<file path="config.mk">
export PLATFORM = sky130hd
export DESIGN_NAME = tcu_fedp_chain
export DESIGN_NICKNAME = d
export VERILOG_FILES = /design/src/rtl/VX_tcu_pkg.sv /design/src/rtl/tcu_fedp_chain_reduce.sv /design/src/rtl/tcu_fedp_chain.sv
export SDC_FILE = /design/constraint.sdc
export NUM_CORES = 2
export LEC_CHECK = 0
export CORE_MARGIN = 2
export CORE_UTILIZATION = 45
export CTS_BUF_LIST = sky130_fd_sc_hd__clkbuf_8
export DETAILED_ROUTE_END_ITERATION = 7
export HOLD_SLACK_MARGIN = 0.08
export PLACE_DENSITY_LB_ADDON = 0.05
export SETUP_SLACK_MARGIN = 0.02
export SYNTH_ARGS = -nofsm -noshare
export SYNTH_HDL_FRONTEND = slang
export SYNTH_SLANG_ARGS = --single-unit
</file>
<file path="constraint.sdc">
create_clock -name clk -period 12.5 [get_ports clk]
set_clock_uncertainty 0.1 [all_clocks]
set_input_delay 1.25 -clock clk [delete_from_list [all_inputs] [get_ports clk]]
set_output_delay 1.25 -clock clk [all_outputs]
set_load 0.02 [all_outputs]
</file>
<file path="src/rtl/VX_tcu_pkg.sv">
// rtl/VX_tcu_pkg.sv - shared TCU integer-format types and helpers
package VX_tcu_pkg;

  typedef enum logic [1:0] {
    S8 = 2'd0,
    U8 = 2'd1,
    S4 = 2'd2,
    U4 = 2'd3
  } tcu_ifmt_t;

  // Widest integer operand element handled by the chained FEDP
  localparam int TCU_FEDP_CHAIN_MAXW = 8;

  function automatic logic tcu_ifmt_signed(input tcu_ifmt_t f);
    return (f == S8) || (f == S4);
  endfunction

endpackage

</file>
<file path="src/rtl/tcu_fedp_chain_reduce.sv">
// rtl/tcu_fedp_chain_reduce.sv - combinational int8/int4 products and adder tree for one beat
module tcu_fedp_chain_reduce
  import VX_tcu_pkg::*;
#(
  parameter int N = 2,
  localparam int SUM_W = 19 + $clog2(8 * N)
) (
  input  logic [1:0]              fmt,
  input  logic [N*32-1:0]         a_row,
  input  logic [N*32-1:0]         b_col,
  output logic signed [SUM_W-1:0] sum
);

  localparam int EW = TCU_FEDP_CHAIN_MAXW;

  tcu_ifmt_t f;
  logic      sgn;
  logic      is4;

  assign f   = tcu_ifmt_t'(fmt);
  assign sgn = tcu_ifmt_signed(f);
  assign is4 = (f == S4) || (f == U4);

  logic signed [SUM_W-1:0] p8 [4*N];
  logic signed [SUM_W-1:0] p4 [8*N];

  genvar i;
  for (i = 0; i < 4 * N; i++) begin : g_p8
    logic [EW-1:0] ea;
    logic [EW-1:0] eb;
    assign ea = a_row[EW*i +: EW];
    assign eb = b_col[EW*i +: EW];
    assign p8[i] = $signed({{(SUM_W-EW){sgn & ea[EW-1]}}, ea})
                 * $signed({{(SUM_W-EW){sgn & eb[EW-1]}}, eb});
  end

  for (i = 0; i < 8 * N; i++) begin : g_p4
    logic [3:0] ea;
    logic [3:0] eb;
    assign ea = a_row[4*i +: 4];
    assign eb = b_col[4*i +: 4];
    assign p4[i] = $signed({{(SUM_W-4){sgn & ea[3]}}, ea})
                 * $signed({{(SUM_W-4){sgn & eb[3]}}, eb});
  end

  logic signed [SUM_W-1:0] s8;
  logic signed [SUM_W-1:0] s4;

  // Sum both product sets and pick the one matching the operand width
  always_comb begin
    s8 = '0;
    s4 = '0;
    for (int k = 0; k < 4 * N; k++) s8 = s8 + p8[k];
    for (int k = 0; k < 8 * N; k++) s4 = s4 + p4[k];
    sum = is4 ? s4 : s8;
  end

endmodule

</file>
<file path="src/rtl/tcu_fedp_chain.sv">
// rtl/tcu_fedp_chain.sv - chained integer dot-product engine; TCU_FEDP_SAT_EN enables int32 saturation
module tcu_fedp_chain
  import VX_tcu_pkg::*;
#(
  parameter int N         = 2,
  parameter int MAX_BEATS = 4,
  parameter int MUL_LAT   = 1,
  parameter int ACC_W     = 48
) (
  input  logic            clk,
  input  logic            reset,
  input  logic            in_valid,
  output logic            in_ready,
  input  logic            in_first,
  input  logic            in_last,
  input  logic [1:0]      fmt,
  input  logic [N*32-1:0] a_row,
  input  logic [N*32-1:0] b_col,
  input  logic [31:0]     c_val,
  output logic            out_valid,
  input  logic            out_ready,
  output logic [31:0]     d_val,
  output logic            err
);

  localparam int SUM_W = 19 + $clog2(8 * N);
  localparam int CNT_W = $clog2(MAX_BEATS + 1);
  localparam int L     = MUL_LAT;

  localparam logic [0:0] ST_IDLE  = 1'b0;
  localparam logic [0:0] ST_CHAIN = 1'b1;

  logic en;
  logic beat_fire;

  assign en        = !out_valid || out_ready;
  assign in_ready  = en && !reset;
  assign beat_fire = in_valid && in_ready;

  logic signed [SUM_W-1:0] beat_sum;

  tcu_fedp_chain_reduce #(.N(N)) u_reduce (
    .fmt   (fmt),
    .a_row (a_row),
    .b_col (b_col),
    .sum   (beat_sum)
  );

  logic [0:0]       state;
  logic [CNT_W-1:0] cnt;
  logic             eff_first;
  logic             force_last;
  logic             eff_last;
  logic             proto_err;

  // Resolve the effective first/last flags and protocol violations of the offered beat
  always_comb begin
    eff_first  = (state == ST_IDLE) || in_first;
    force_last = (state == ST_CHAIN) && !in_first && !in_last
               && (cnt == CNT_W'(MAX_BEATS - 1));
    eff_last   = in_last || force_last;
    proto_err  = ((state == ST_IDLE) && !in_first)
               || ((state == ST_CHAIN) && in_first)
               || force_last;
  end

  // Chain tracking FSM and sticky error flag, stepped on accepted beats
  always_ff @(posedge clk) begin
    if (reset) begin
      state <= ST_IDLE;
      cnt   <= '0;
      err   <= 1'b0;
    end else if (beat_fire) begin
      state <= eff_last ? ST_IDLE : ST_CHAIN;
      cnt   <= eff_first ? CNT_W'(1) : cnt + CNT_W'(1);
      if (proto_err) err <= 1'b1;
    end
  end

  logic [L-1:0]            p_valid;
  logic [L-1:0]            p_first;
  logic [L-1:0]            p_last;
  logic signed [SUM_W-1:0] p_sum [L];
  logic [31:0]             p_c   [L];

  // Pipe valids; cleared on reset so in-flight beats are dropped
  always_ff @(posedge clk) begin
    if (reset) begin
      p_valid <= '0;
    end else if (en) begin
      p_valid[0] <= beat_fire;
      for (int i = 1; i < L; i++) p_valid[i] <= p_valid[i-1];
    end
  end

  // Pipe payload: beat sum, addend and chain flags move together
  always_ff @(posedge clk) begin
    if (en) begin
      p_sum[0]   <= beat_sum;
      p_c[0]     <= c_val;
      p_first[0] <= eff_first;
      p_last[0]  <= eff_last;
      for (int i = 1; i < L; i++) begin
        p_sum[i]   <= p_sum[i-1];
        p_c[i]     <= p_c[i-1];
        p_first[i] <= p_first[i-1];
        p_last[i]  <= p_last[i-1];
      end
    end
  end

  logic signed [ACC_W-1:0] acc;
  logic signed [ACC_W-1:0] acc_next;
  logic signed [ACC_W-1:0] sum_ext;
  logic [31:0]             result;

  // Next accumulator value and its 32-bit conversion
  always_comb begin
    sum_ext  = {{(ACC_W-SUM_W){p_sum[L-1][SUM_W-1]}}, p_sum[L-1]};
    acc_next = p_first[L-1] ? ({{(ACC_W-32){p_c[L-1][31]}}, p_c[L-1]} + sum_ext)
                            : (acc + sum_ext);
`ifdef TCU_FEDP_SAT_EN
    if (!acc_next[ACC_W-1] && (|acc_next[ACC_W-2:31]))
      result = 32'h7FFF_FFFF;
    else if (acc_next[ACC_W-1] && !(&acc_next[ACC_W-2:31]))
      result = 32'h8000_0000;
    else
      result = acc_next[31:0];
`else
    result = acc_next[31:0];
`endif
  end

  // Accumulate stage
  always_ff @(posedge clk) begin
    if (reset) begin
      acc <= '0;
    end else if (en && p_valid[L-1]) begin
      acc <= acc_next;
    end
  end

  // One-entry output buffer; a new result overwrites only a consumed or empty slot
  always_ff @(posedge clk) begin
    if (reset) begin
      out_valid <= 1'b0;
      d_val     <= '0;
    end else if (en) begin
      if (p_valid[L-1] && p_last[L-1]) begin
        out_valid <= 1'b1;
        d_val     <= result;
      end else begin
        out_valid <= 1'b0;
      end
    end
  end

endmodule

</file>
After elaboration in Yosys (flattened, before gate mapping)
Memories as Yosys holds them, arrays and structs flattened.
Index checks and enable logic that the tools add are counted.
- $add $sub $neg: 25
- multiply operators: 24
- equal/unequal tests: 3
- multiplexer cells: 7
- bitwise gates (word level): 33
- reduce and logical (&&, ||, !) cells: 23
- operators by type and width (cell ; number):
    adder 23 bit ; 22
    multiplier 5 x 5 -> 10 bit ; 16
    multiplier 9 x 9 -> 18 bit ; 8
    adder 48 bit ; 1
    2-to-1 mux 48 bit ; 1
    adder 32 x 23 -> 33 bit ; 1
    bitwise AND 1 bit ; 32
    2-to-1 mux 23 bit ; 1
    logical AND 1 bit ; 9
    logical OR 1 bit ; 7
    == test 2 bit (second input constant) ; 2
    zero test 1 bit ; 4
    2-to-1 mux 1 bit ; 4
    AND reduction 2 bit ; 2
    adder 3 x 1 -> 3 bit (second input constant) ; 1
    == test 3 x 2 -> 1 bit (second input constant) ; 1
    2-to-1 mux 3 bit ; 1
    zero test 2 bit ; 1
    inverter 1 bit ; 1
- flip-flop bits (word level): 89
- RAM bits: 55
- input bits: 168
- output and inout port bits: 35
- word-level logic and storage cells: 126
- memories: 2
- memories (memory ; depth ; bits a word ; read ports ; clocked after memory_dff ; write ports ; line ; text):
    p_c ; 1 ; 32 ; 1 ; 0 ; 1 ; tcu_fedp_chain.sv:84 ; logic [31:0] p_c [L];
    p_sum ; 1 ; 23 ; 1 ; 0 ; 1 ; tcu_fedp_chain.sv:83 ; logic signed [SUM_W-1:0] p_sum [L];

Logic depth before layout (Yosys ltp)
- word-level depth: 20
- gate-level depth with buffers: 40

Modules after synthesis
A second synthesis with hierarchy kept.
- cell total of the unflattened synthesis: 5537
- area total of the unflattened synthesis: 54036.8 um^2
- by module, submodules not included (module ; times used ; cells an instance ; area each (um^2) ; sequential area each (um^2)):
    tcu_fedp_chain_reduce ; 1 ; 4672 ; 46104.2 ; 0.0
    tcu_fedp_chain ; 1 ; 865 ; 7932.6 ; 3133.0

Worst setup path before layout
No wires, ideal clock.
- kind: input to register
- from: input port fmt[0]
- to: memory p_sum[0][21] (netlist bit), data pin
- library setup time: 0.269 ns
- arrival time: 9.755 ns
- required time: 12.131 ns
- path slack: 2.376 ns
- cell stages on the path: 39
- path through: clkbuf_1 clkbuf_1 nor2b_1 nand2_1 fa_1 inv_1 fa_1 inv_1 fa_1 inv_1 fa_1 inv_1 fa_1 inv_1 ha_1 inv_1 o21ai_0 a21oi_1 [3 not listed] xor2_1 fa_1 inv_1 fa_1 inv_1 fa_1 inv_1 fa_1 ha_1 a21o_1 a21o_1 a21o_1 a21oi_1 o221ai_1 or4_1 a31oi_1 xor2_1 o21ai_0
- word-level cells in the longest chain between the ends: 20
- RTL lines (element ; line ; text):
    from (decl) ; tcu_fedp_chain.sv:16 ; input logic [1:0] fmt,
    == test 2 bit or zero test 2 bit (tied branches) ; VX_tcu_pkg.sv:15, tcu_fedp_chain_reduce.sv:22 ;
    logical OR 1 bit ; VX_tcu_pkg.sv:15 ; return (f == S8) || (f == S4);
    bitwise AND 1 bit, on equally long branches ; - ;
    multiplier 5 x 5 -> 10 bit ; tcu_fedp_chain_reduce.sv:43 ; * $signed({{(SUM_W-4){sgn & eb[3]}}, eb});
    adder 23 bit (15 in series) ; tcu_fedp_chain_reduce.sv:54 ; for (int k = 0; k < 8 * N; k++) s4 = s4 + p4[k];
    2-to-1 mux 23 bit (*) ; tcu_fedp_chain_reduce.sv:55 ; sum = is4 ? s4 : s8;
    named net beat_sum[21] ; tcu_fedp_chain.sv:40 ; logic signed [SUM_W-1:0] beat_sum;
    to (decl) ; tcu_fedp_chain.sv:83 ;
Mark *: on every way through the listed nets, which the timed path passes. The rest lies on a longest branch.

Worst setup path in the final report
- from: input port a_row[47]
- to: memory p_sum[0][20] (netlist bit), data pin
- word-level cells in the longest chain between the ends: 8
- RTL lines (element ; line ; text):
    from (decl) ; tcu_fedp_chain.sv:17 ; input logic [N*32-1:0] a_row,
    bitwise AND 1 bit ; tcu_fedp_chain_reduce.sv:33, tcu_fedp_chain_reduce.sv:42 ;
    multiplier 5 x 5 -> 10 bit ; tcu_fedp_chain_reduce.sv:43 ;
    adder 23 bit (5 in series) ; tcu_fedp_chain_reduce.sv:54 ;
    2-to-1 mux 23 bit (*) ; tcu_fedp_chain_reduce.sv:55 ;
    named net beat_sum[20] ; tcu_fedp_chain.sv:40 ;
Marked as above.

==> key figures <==
Timing
  • Max-Slew Margin vs Limit: 0.311
  • Setup_tns: 0 ns
  • Unrepaired setup endpoints after global routing: false
  • Fmax achieved: between 90 and 100 MHz
  • Setup ws final: 1.65 ns
  • Final hold violations: 0
  • Final setup viols: 0
  • Worst Tran Pin Value: approximately 1.0 ns
  • Min cycle time layout: 10.85 ns
  • Final Max Slew Viols: 0
  • Part of the cycle the worst path needs: 0.868

Yosys
  • Yosys warning total: 0
  • Post-synth EDFFs: 57
  • Syn nets: between 7000 and 8000
  • Synth Instances: 5686
  • Synth cell types: between 70 and 80
  • FFs w/ async S/R, synth: 0
  • Synthesized cell area: ~52000 µm²
  • Syn_area_per_cell: 9.17 µm²
  • Post-synthesis sequential area ratio: 0.0601
  • Top_reg_cell synth: dfxtp_1
  • Synth Register Bits: approximately 130

Place
  • Placed inst area: 55700 µm²
  • Port Buf Inserts: roughly 200
  • Place WS: around 1.3 ns
  • Detailed Place HPWL: about 120000 µm
  • GPL Wtd Cong: slightly above 0.9

Clock tree
  • CTS tree: done
  • CTS Hold Bufs: 0
  • Worst-path clk slew: approximately 0.09 ns
  • Total CTS buffers: 17
  • Setup Buffers After CTS: 0
  • H-tree depth: 4
  • Post-cts resize count: 0
  • Skew-Pair Late Insertion Delay: 0.47 ns
  • CTS max path bufs: 2
  • CTS root buf: clkbuf_8
  • Clk sink count: between 100 and 150

Drt
  • Vias: 36600
  • 1st-iter DRT viols: 1773
  • Detailed Route WL: ~140000 µm
  • Avg WL per Cell: approximately 19 µm
  • Detail Route Antenna Nets: 0
  • Via density: around 5
  • First-pass DRT Iterations: 5
  • DRC: 0

Floorplan
  • Die W: around 340 µm
  • Initial Util: 0.455
  • Core ar.: 115000 µm²
  • IO Count: about 200
  • DIE HEIGHT: 344 µm
  • Die ar.: around 120000 µm²
  • Site Rows: around 120

GRT
  • Final global-route overflow total: 0
  • First-pass GRT wire length: roughly 220000 µm
  • Gr usage total: 0.244
  • Pin count of the biggest net entering global routing: 64
  • Number of global-route vias before repair: between 30000 and 40000
  • Initial antenna violation count: 3

Critical path
  • Worst setup EP type: flip-flop
  • Slowest CP cell: clkdlybuf4s50_1
  • FF-to-FF setup slack: around 8.4 ns
  • CP top delay family: adder cells
  • Setup Crit Path Kind: input port to flip-flop
  • CP Max Fanout: 10
  • Required time of the critical path: approximately 13 ns
  • Worst Path Buf+Inv: 10
  • Critical Path Start Type: input port
  • Arrival @ worst endpoint: 11.05 ns
  • Critical Path Max Stage Delay: ~0.68 ns

Finish
  • Area Overhead vs Synth: 7.57%
  • Post-layout util: 0.489
  • Final Cell Area: 56100 µm²
  • Most frequent cells in the layout: inv_1 (1493), fa_1 (1065), ha_1 (638), and2_1 (366), nand2_1 (334)
  • Final #Nets: 7666
  • Commonest non-fill, non-tap cell in the layout: inv_1
  • Share of layout cells above drive strength 1: 0.0139

Worst hold path
  • Worst min-delay path class: flip-flop to flip-flop

Job
  • Max-Cap Viols: 0

Run status
  • Run status: completed
==> routing by layer <==
layer	part of all wire	track usage	routed length (µm)	vias to the layer above
met1	0.48	0.356	66400	18400
met3	0.032	0.0158	4420	95
li1	-	-	-	17500
met5	0	0	0	-
met2	0.47	0.405	66000	591
met4	0.020	0.0447	2740	0
==> logic make-up (layout without fill, tap and decap cells) <==
kind of cell,count (synthesis),count (layout),share of synthesized area
flip-flops,128,128,0.0601
AO/OA/AOI/OAI,659,659,0.0809
multiplexers,19,19,0.00377
XOR/XNOR,356,356,0.0598
buffers and inverters,1619,1741,0.117
AND/OR/NAND/NOR,1202,1202,0.117
adder cells (fa/ha/maj),1703,1703,0.562
other,0,1,0
==> final cells by class <==
class | count | area (µm²)
clock buffer | 17 | 234
tap | 1512 | 1890
inverter | 1493 | 5600
antenna | 1 | 2.50
multi-input combinational | 3939 | 42900
timing repair buffer | 216 | 2130
fill | 11200 | 58600
clock inverter | 15 | 150
sequential | 128 | 3130
==> final timing paths <==
| path | start | end | depth (start not counted) |
|---|---|---|---|
| worst max-delay path | a_row[47] | p_sum[0][20] | 38 |
| worst min-delay path | cnt[2] | cnt[2] | 2 |
| worst max register to register | p_sum[0][0] | d_val[22] | 12 |
| worst min register to register | cnt[2] | cnt[2] | 2 |
==> through the flow <==
step	hold slack, ns	cells
detailed placement	0.347	7288
CTS	0.360	7320
global placement	0.342	7288
floorplan	0.332	5686
finish	0.355	7321
global route	0.384	7321
==> sequential cells by signal, indices dropped and copies added, names as in the netlist <==
signal	count
p_sum	23
out_valid	1
err	1
p_last	1
p_first	1
state	1
p_valid	1
p_c	32
d_val	32
acc	32
cnt	3
==> Yosys cell counts (40+ instances only) <==
cell type / number / area share
o21ai_0: 137 / 0.013
ha_1: 638 / 0.15
xnor2_1: 283 / 0.048
inv_1: 1493 / 0.11
and2_1: 367 / 0.044
nor2_1: 227 / 0.016
o21bai_1: 40 / 0.0058
a21oi_1: 195 / 0.019
a21o_1: 79 / 0.011
xor2_1: 73 / 0.012
nand2_1: 334 / 0.024
clkbuf_1: 117 / 0.0084
dfxtp_1: 71 / 0.027
nand2b_1: 94 / 0.011
edfxtp_1: 57 / 0.033
nor2b_1: 63 / 0.0076
fa_1: 1065 / 0.41
==> worst min-delay path, stage by stage (launching register included) <==
cell and delay, ns:
dfxtp_1 0.32, nand2_1 0.05, a21oi_1 0.05
Power is not shown: default switching activity piles up to over one toggle a cycle in this logic, so the estimate is an artifact.
